===== config.mk =====
export PLATFORM = sky130hd
export DESIGN_NAME = herculesae_vx_aes_issue
export DESIGN_NICKNAME = d
export VERILOG_FILES = /design/src/rtl/herculesae_vx_aes.sv
export SDC_FILE = /design/constraint.sdc
export NUM_CORES = 1
export LEC_CHECK = 0
export BUFFER_PORTS_ARGS = -buffer_cell sky130_fd_sc_hd__buf_4
export CELL_PAD_IN_SITES_DETAIL_PLACEMENT = 1
export CELL_PAD_IN_SITES_GLOBAL_PLACEMENT = 2
export CORE_AREA = 2 2 313 315
export CTS_CLUSTER_SIZE = 30
export DETAILED_ROUTE_END_ITERATION = 8
export DIE_AREA = 0 0 315 317
export HOLD_SLACK_MARGIN = 0.03
export PLACE_DENSITY_LB_ADDON = 0.1
export SYNTH_ARGS = -nofsm -noshare
export SYNTH_HDL_FRONTEND = slang
export SYNTH_SLANG_ARGS = --single-unit

===== constraint.sdc =====
create_clock -name clk -period 4.6 [get_ports clk]
set_input_delay 0.46 -clock clk [delete_from_list [all_inputs] [get_ports clk]]
set_output_delay 0.46 -clock clk [all_outputs]
set_load 0.01 [all_outputs]

===== src/rtl/herculesae_vx_aes.sv =====
// herculesae_vx_aes_issue: issue and result-buffering stage around the V1/V2
// AES datapath. Accepts micro-ops at V0, drives one-hot datapath controls at
// V1, tracks the op through V2 and buffers aesout_v2 in a credit-protected
// FIFO presented at V3 with backpressure.
// Optional feature: define HERCULESAE_AES_FUSE_EN to issue opcodes 4/5
// (AESEMC/AESDIMC) as fused ops; otherwise they decode as illegal.
module herculesae_vx_aes_issue #(
  parameter int DEPTH = 4,
  parameter int TAG_W = 4
) (
  input  logic               clk,
  input  logic               reset_n,
  input  logic               req_valid_v0,
  output logic               req_ready_v0,
  input  logic [2:0]         req_op_v0,
  input  logic [127:0]       req_opa_v0,
  input  logic [127:0]       req_opb_v0,
  input  logic [TAG_W-1:0]   req_tag_v0,
  output logic               ival_v1_q,
  output logic               aese_v1_q,
  output logic               aesd_v1_q,
  output logic               aesd_or_e_v1_q,
  output logic               aesmc_v1_q,
  output logic               aesimc_v1_q,
  output logic               aesemc_v1_q,
  output logic               aesdimc_v1_q,
  output logic [127:0]       opa_v1,
  output logic [127:0]       opb_v1,
  input  logic [127:0]       aesout_v2,
  output logic               res_valid_v3,
  input  logic               res_ready_v3,
  output logic [127:0]       res_data_v3,
  output logic [TAG_W-1:0]   res_tag_v3,
  output logic               res_err_v3
);

  localparam int CW = $clog2(DEPTH + 1);
  localparam int PW = $clog2(DEPTH);

  typedef struct packed {
    logic [127:0]     data;
    logic [TAG_W-1:0] tag;
    logic             err;
  } res_t;

  logic             acc;
  logic             pop;
  logic             push;
  logic [CW-1:0]    cnt_q;
  logic [CW-1:0]    occ_q;
  logic [PW-1:0]    wr_ptr_q;
  logic [PW-1:0]    rd_ptr_q;
  logic [TAG_W-1:0] tag_v1_q;
  logic             err_v1_q;
  logic             val_v2_q;
  logic [TAG_W-1:0] tag_v2_q;
  logic             err_v2_q;
  logic dec_aese, dec_aesd, dec_aesd_or_e, dec_aesmc, dec_aesimc, dec_err;
  res_t             mem [DEPTH];
  res_t             head;

  assign req_ready_v0 = (cnt_q < CW'(DEPTH));
  assign acc          = req_valid_v0 & req_ready_v0;
  assign push         = val_v2_q;
  assign pop          = res_valid_v3 & res_ready_v3;

  function automatic logic [PW-1:0] ptr_inc(input logic [PW-1:0] p);
    return (p == PW'(DEPTH - 1)) ? '0 : p + 1'b1;
  endfunction

`ifdef HERCULESAE_AES_FUSE_EN
  logic dec_aesemc, dec_aesdimc;

  // Decode opcode into one-hot datapath controls (fused ops enabled)
  always_comb begin
    // NOTE: every output gets a default first so no path leaves a latch.
    {dec_aese, dec_aesd, dec_aesd_or_e, dec_aesmc, dec_aesimc} = '0;
    {dec_aesemc, dec_aesdimc, dec_err} = '0;
    case (req_op_v0)
      3'd0:    {dec_aese, dec_aesd_or_e} = 2'b11;
      3'd1:    {dec_aesd, dec_aesd_or_e} = 2'b11;
      3'd2:    dec_aesmc = 1'b1;
      3'd3:    dec_aesimc = 1'b1;
      3'd4:    {dec_aese, dec_aesd_or_e, dec_aesemc} = 3'b111;
      3'd5:    {dec_aesd, dec_aesd_or_e, dec_aesdimc} = 3'b111;
      default: dec_err = 1'b1;
    endcase
  end

  // Fused control flops, cleared whenever nothing is accepted
  always_ff @(posedge clk or negedge reset_n) begin
    if (!reset_n) begin
      aesemc_v1_q  <= 1'b0;
      aesdimc_v1_q <= 1'b0;
    end else begin
      aesemc_v1_q  <= acc & dec_aesemc;
      aesdimc_v1_q <= acc & dec_aesdimc;
    end
  end
`else
  // Decode opcode into one-hot datapath controls (fused ops illegal)
  always_comb begin
    // NOTE: every output gets a default first so no path leaves a latch.
    {dec_aese, dec_aesd, dec_aesd_or_e, dec_aesmc, dec_aesimc, dec_err} = '0;
    case (req_op_v0)
      3'd0:    {dec_aese, dec_aesd_or_e} = 2'b11;
      3'd1:    {dec_aesd, dec_aesd_or_e} = 2'b11;
      3'd2:    dec_aesmc = 1'b1;
      3'd3:    dec_aesimc = 1'b1;
      default: dec_err = 1'b1;
    endcase
  end

  assign aesemc_v1_q  = 1'b0;
  assign aesdimc_v1_q = 1'b0;
`endif

  // V1 valid, controls and side-band; an illegal op raises only ival
  always_ff @(posedge clk or negedge reset_n) begin
    // NOTE: sequential state uses non-blocking assignments so every flop
    // samples pre-edge values regardless of block ordering.
    if (!reset_n) begin
      ival_v1_q      <= 1'b0;
      aese_v1_q      <= 1'b0;
      aesd_v1_q      <= 1'b0;
      aesd_or_e_v1_q <= 1'b0;
      aesmc_v1_q     <= 1'b0;
      aesimc_v1_q    <= 1'b0;
      err_v1_q       <= 1'b0;
      tag_v1_q       <= '0;
    end else begin
      ival_v1_q      <= acc;
      aese_v1_q      <= acc & dec_aese;
      aesd_v1_q      <= acc & dec_aesd;
      aesd_or_e_v1_q <= acc & dec_aesd_or_e;
      aesmc_v1_q     <= acc & dec_aesmc;
      aesimc_v1_q    <= acc & dec_aesimc;
      err_v1_q       <= acc & dec_err;
      tag_v1_q       <= req_tag_v0;
    end
  end

  // Operands load only on accept and otherwise hold
  always_ff @(posedge clk or negedge reset_n) begin
    if (!reset_n) begin
      opa_v1 <= '0;
      opb_v1 <= '0;
    end else if (acc) begin
      opa_v1 <= req_opa_v0;
      opb_v1 <= req_opb_v0;
    end
  end

  // V2 tracking follows V1 unconditionally (the datapath never stalls)
  always_ff @(posedge clk or negedge reset_n) begin
    if (!reset_n) begin
      val_v2_q <= 1'b0;
      tag_v2_q <= '0;
      err_v2_q <= 1'b0;
    end else begin
      val_v2_q <= ival_v1_q;
      tag_v2_q <= tag_v1_q;
      err_v2_q <= err_v1_q;
    end
  end

  // Credit counter: ops in V1/V2 plus entries held in the FIFO
  always_ff @(posedge clk or negedge reset_n) begin
    if (!reset_n) begin
      cnt_q <= '0;
    end else begin
      case ({acc, pop})
        2'b10:   cnt_q <= cnt_q + 1'b1;
        2'b01:   cnt_q <= cnt_q - 1'b1;
        default: cnt_q <= cnt_q;
      endcase
    end
  end

  // FIFO pointers and occupancy
  always_ff @(posedge clk or negedge reset_n) begin
    if (!reset_n) begin
      wr_ptr_q <= '0;
      rd_ptr_q <= '0;
      occ_q    <= '0;
    end else begin
      if (push) wr_ptr_q <= ptr_inc(wr_ptr_q);
      if (pop)  rd_ptr_q <= ptr_inc(rd_ptr_q);
      case ({push, pop})
        2'b10:   occ_q <= occ_q + 1'b1;
        2'b01:   occ_q <= occ_q - 1'b1;
        default: occ_q <= occ_q;
      endcase
    end
  end

  // FIFO storage write
  always_ff @(posedge clk) begin
    // NOTE: storage is not reset; outputs are gated by valid so stale
    // entries are never visible after reset.
    if (push) mem[wr_ptr_q] <= {aesout_v2, tag_v2_q, err_v2_q};
  end

  assign head         = mem[rd_ptr_q];
  assign res_valid_v3 = (occ_q != '0);
  assign res_data_v3  = res_valid_v3 ? head.data : '0;
  assign res_tag_v3   = res_valid_v3 ? head.tag  : '0;
  assign res_err_v3   = res_valid_v3 & head.err;

  // Credits guarantee a free slot for every push
  a_no_overflow: assert property (@(posedge clk) disable iff (!reset_n)
    !(push && (occ_q == CW'(DEPTH))));

endmodule


==> insert_results.sql <==
INSERT INTO impl_metrics (metric_group, metric, value, unit) VALUES
('status', 'run_status', 'finished, final reports clean', ''),
('global_route', 'grt_antenna_before_repair', '30', ''),
('synth', 'post_synth_instance_area', '30700', 'sq um'),
('floorplan', 'num_rows', '114', ''),
('synth', 'synth-edff-count', '532', ''),
('cells_and_area', 'final_layout_size_suffix_gt1_frac', '0.335', ''),
('floorplan', 'die_height', '317', 'um'),
('global_route', 'grt_use_total', '0.206', ''),
('sta', 'remaining_max_slew_budget_at_the_tightest_pin', '0.291', ''),
('floorplan', 'top_level_ports', '794', ''),
('placement', 'dpl.cell_count', '3993', ''),
('sta', 'rsz0062_at_grt', 'no', ''),
('synth', 'postSynthRegisterBits', '815', ''),
('cells_and_area', 'final_net_count', '3609', ''),
('sta', 'finalSetupViolations', '0', ''),
('critical_path', 'worst_path_most_repeated_cell', 'sky130_fd_sc_hd__buf_4', ''),
('critical_path', 'worst_path_max_delay_cell', 'sky130_fd_sc_hd__dfrtp_4', ''),
('power', 'vdd.ir_drop.worst', '297', 'uV'),
('critical_path', 'timing.critical_path.fanout_max', '60', ''),
('drt', 'drtAntennaViolNets', '0', ''),
('drt', 'routed_wl', '104', 'mm'),
('clock_network', 'cts_num_sinks', '815', ''),
('floorplan', 'start_util', '0.318', ''),
('clock_network', 'clk_slew_on_worst_s_h_paths', '0.06', 'ns'),
('sta', 'worstMarginPinSlew', '1.06', 'ns'),
('cells_and_area', 'fill_cells', '9847', ''),
('sta', 'hold_slack', '0.233', 'ns'),
('drt', 'detail_route.drc_violations', '0', ''),
('global_route', 'grt_pass1_wl', '152', 'mm'),
('global_route', 'maximum_number_of_pins_on_one_net_before_global_route_repair', '188', ''),
('synth', 'ys_async_sr_fraction', '0.347', ''),
('sta', 'max_freq', '0.298', 'GHz'),
('drt', 'drt-vias-per-instance', '4.54', ''),
('drt', 'detail_route.wl_per_cell', '22.7', 'um'),
('critical_path', 'startpoint_type', 'flip-flop', ''),
('drt', 'dr_total_vias', '20800', ''),
('min_path', 'worstHoldPathType', 'input pin to flip-flop', ''),
('power', 'design_power_total', '28.6', 'mW'),
('cells_and_area', 'regArea', '23100', 'sq um'),
('global_route', 'met2_track_usage_gr', '0.360', ''),
('sta', 'final.setup.worst_slack', '1.25', 'ns'),
('sta', 'timing_hold_violations_final', '0', ''),
('floorplan', 'design.core.area', '96300', 'sq um'),
('global_route', 'met1_usage', '0.238', ''),
('sta', 'finalMaxSlewViolations', '0', ''),
('power', 'power-per-cell-area', '635', 'nW/um^2'),
('sta', 'finalClockSkew', '0.0233', 'ns'),
('clock_network', 'clock_path_buffers', '3', ''),
('power', 'power.leakage', '19.1', 'nW'),
('global_route', 'grt_pass1_vias', '23000', ''),
('critical_path', 'worst-endpoint-required', '4.14', 'ns'),
('cells_and_area', 'postLayoutCoreUtil', '0.469', ''),
('cells_and_area', 'postLayoutCellArea', '45100', 'sq um'),
('critical_path', 'critical_path.max_stage_delay', '1.09', 'ns'),
('synth', 'synth.yosys.seq_area_share', '0.752', ''),
('job', 'max_cap_violations', '0', ''),
('drt', 'drt_first_iter_violations', '1035', ''),
('placement', 'place_congestion', '0.811', ''),
('critical_path', 'critPathCaptureType', 'output pin', ''),
('critical_path', 'critPathArrivalTime', '2.89', 'ns'),
('synth', 'predominant_post_synthesis_flop_cell', 'sky130_fd_sc_hd__edfxtp_1', ''),
('sta', 'final_critical_path_share_of_the_clock_period', '0.729', ''),
('synth', 'syn_avg_cell_area', '15.3', 'sq um'),
('cells_and_area', 'final_cell_count_no_fill', '4575', ''),
('placement', 'dp.final_hpwl', '71.3', 'mm'),
('placement', 'pre_cts_ws', '1.81', 'ns'),
('sta', 'final.setup.tns', '0', 'ns'),
('cells_and_area', 'syn_to_final_growth', '47.2', '%'),
('floorplan', 'die-area', '99900', 'sq um'),
('global_route', 'gr-total-overflow', '0', ''),
('sta', 'min_period', '3.35', 'ns');
## critical path, delay by kind of cell, from the launching register on
family | cells | cell delay (ns)
mux | 1 | 0.37
buf+inv | 2 | 0.55
simple gates | 1 | 0.18
flops | 1 | 1.09
## placed cells by master (no fill, tap or decap), types with 2 or more instances in the layout
cell,n
sky130_fd_sc_hd__buf_4,804
sky130_fd_sc_hd__and2_1,135
sky130_fd_sc_hd__clkbuf_16,93
sky130_fd_sc_hd__mux2_2,2
sky130_fd_sc_hd__nor2_1,3
sky130_fd_sc_hd__clkbuf_1,24
sky130_fd_sc_hd__clkinv_1,7
sky130_fd_sc_hd__dfrtp_1,281
sky130_fd_sc_hd__o21ai_0,2
sky130_fd_sc_hd__clkinvlp_4,3
sky130_fd_sc_hd__dlygate4sd3_1,394
sky130_fd_sc_hd__diode_2,20
sky130_fd_sc_hd__clkinv_4,2
sky130_fd_sc_hd__xnor2_1,3
sky130_fd_sc_hd__clkbuf_8,7
sky130_fd_sc_hd__inv_1,10
sky130_fd_sc_hd__mux4_2,133
sky130_fd_sc_hd__nand2_1,769
sky130_fd_sc_hd__clkinv_2,17
sky130_fd_sc_hd__xor2_1,3
sky130_fd_sc_hd__dfrtp_4,2
sky130_fd_sc_hd__clkinv_8,2
sky130_fd_sc_hd__fa_1,2
sky130_fd_sc_hd__inv_16,2
sky130_fd_sc_hd__mux2i_1,2
sky130_fd_sc_hd__conb_1,2
sky130_fd_sc_hd__ha_1,7
sky130_fd_sc_hd__buf_12,11
sky130_fd_sc_hd__and2_4,5
sky130_fd_sc_hd__edfxtp_1,532
sky130_fd_sc_hd__bufinv_16,10
## logic make-up (layout without fill, tap and decap cells)
logic type / after synthesis / count (layout) / share of synthesized area
xor gates and xnor gates: 6 / 6 / 0.00171
adders and majority gates: 9 / 9 / 0.00416
and+or+nand+nor: 919 / 919 / 0.125
muxes: 137 / 137 / 0.0991
other: 1 / 22 / 0.000122
buffers and inverters: 115 / 1389 / 0.0176
AOI/OAI and AO/OA: 2 / 2 / 0.000327
DFF: 815 / 815 / 0.752
## state kept, by name, summed over array words and instances, names as in the netlist
register	count
tag_v2_q	4
aesd_or_e_v1_q	1
ival_v1_q	1
push	1
rd_ptr_q	2
aesimc_v1_q	1
opa_v1	128
wr_ptr_q	2
occ_q	3
aesmc_v1_q	1
mem	532
tag_v1_q	4
cnt_q	3
err_v1_q	1
opb_v1	128
aesd_v1_q	1
aese_v1_q	1
err_v2_q	1
## where the power goes
part           internal [mW]  switching (mW)  total, mW  leakage [nW]
combinational           5.04            5.46       10.5          9.26
sequential              9.67           0.998       10.7          8.33
clock                   4.42            3.05       7.46          1.50
total                   19.1            9.51       28.6          19.1
## synth_stat cells (2+ instances only)
cell type	n	share of area
sky130_fd_sc_hd__and2_1	139	0.028
sky130_fd_sc_hd__buf_1	3	0.00037
sky130_fd_sc_hd__buf_2	38	0.0062
sky130_fd_sc_hd__buf_4	2	0.00049
sky130_fd_sc_hd__buf_6	7	0.0026
sky130_fd_sc_hd__clkbuf_1	54	0.0066
sky130_fd_sc_hd__dfrtp_1	283	0.23
sky130_fd_sc_hd__edfxtp_1	532	0.52
sky130_fd_sc_hd__fa_1	2	0.0013
sky130_fd_sc_hd__ha_1	7	0.0029
sky130_fd_sc_hd__inv_1	10	0.0012
sky130_fd_sc_hd__mux2_2	2	0.00073
sky130_fd_sc_hd__mux2i_1	2	0.00065
sky130_fd_sc_hd__mux4_2	133	0.098
sky130_fd_sc_hd__nand2_1	769	0.094
sky130_fd_sc_hd__nor2_1	3	0.00037
sky130_fd_sc_hd__o21ai_0	2	0.00033
sky130_fd_sc_hd__or3_1	2	0.00041
sky130_fd_sc_hd__xnor2_1	3	0.00086
sky130_fd_sc_hd__xor2_1	3	0.00086
## final cells by class
type | instances | area share
diodes | 20 | 0.00111
inverters | 11 | 0.00108
repair buffers | 1210 | 0.226
multi-input cells | 1075 | 0.157
clock inverters | 44 | 0.0123
well taps | 1276 | 0.0354
flip-flops and latches | 815 | 0.511
clock buffers | 124 | 0.0557
## final timing paths
| check | start | to | slack, ns | depth (start not counted) |
|---|---|---|---|---|
| max | rd_ptr_q[1] | res_data_v3[123] | 1.25 | 4 |
| min | res_ready_v3 | rd_ptr_q[1] | 0.23 | 3 |
| max reg2reg | occ_q[0] | occ_q[2] | 1.96 | 8 |
| min reg2reg | tag_v1_q[0] | tag_v2_q[0] | 0.35 | 0 |
| max in group asynchronous | reset_n | opa_v1[78] | 3.01 | 3 |
| min in group asynchronous | reset_n | opb_v1[68] | 0.42 | 2 |
## layer usage
layer  up-vias  share of wire
met1     10500           0.38
met5         -        0.00099
met3       181          0.073
met2       657           0.51
li1       9389              -
met4        16          0.037
## timing repair
| item | CTS | global route |
|---|---|---|
| hold buffers | 394 | 0 |
| resized for setup | 0 | 0 |
| endpoints found under the hold margin | 882 | 0 |
Note: power is estimated with default switching activity, not from simulation.
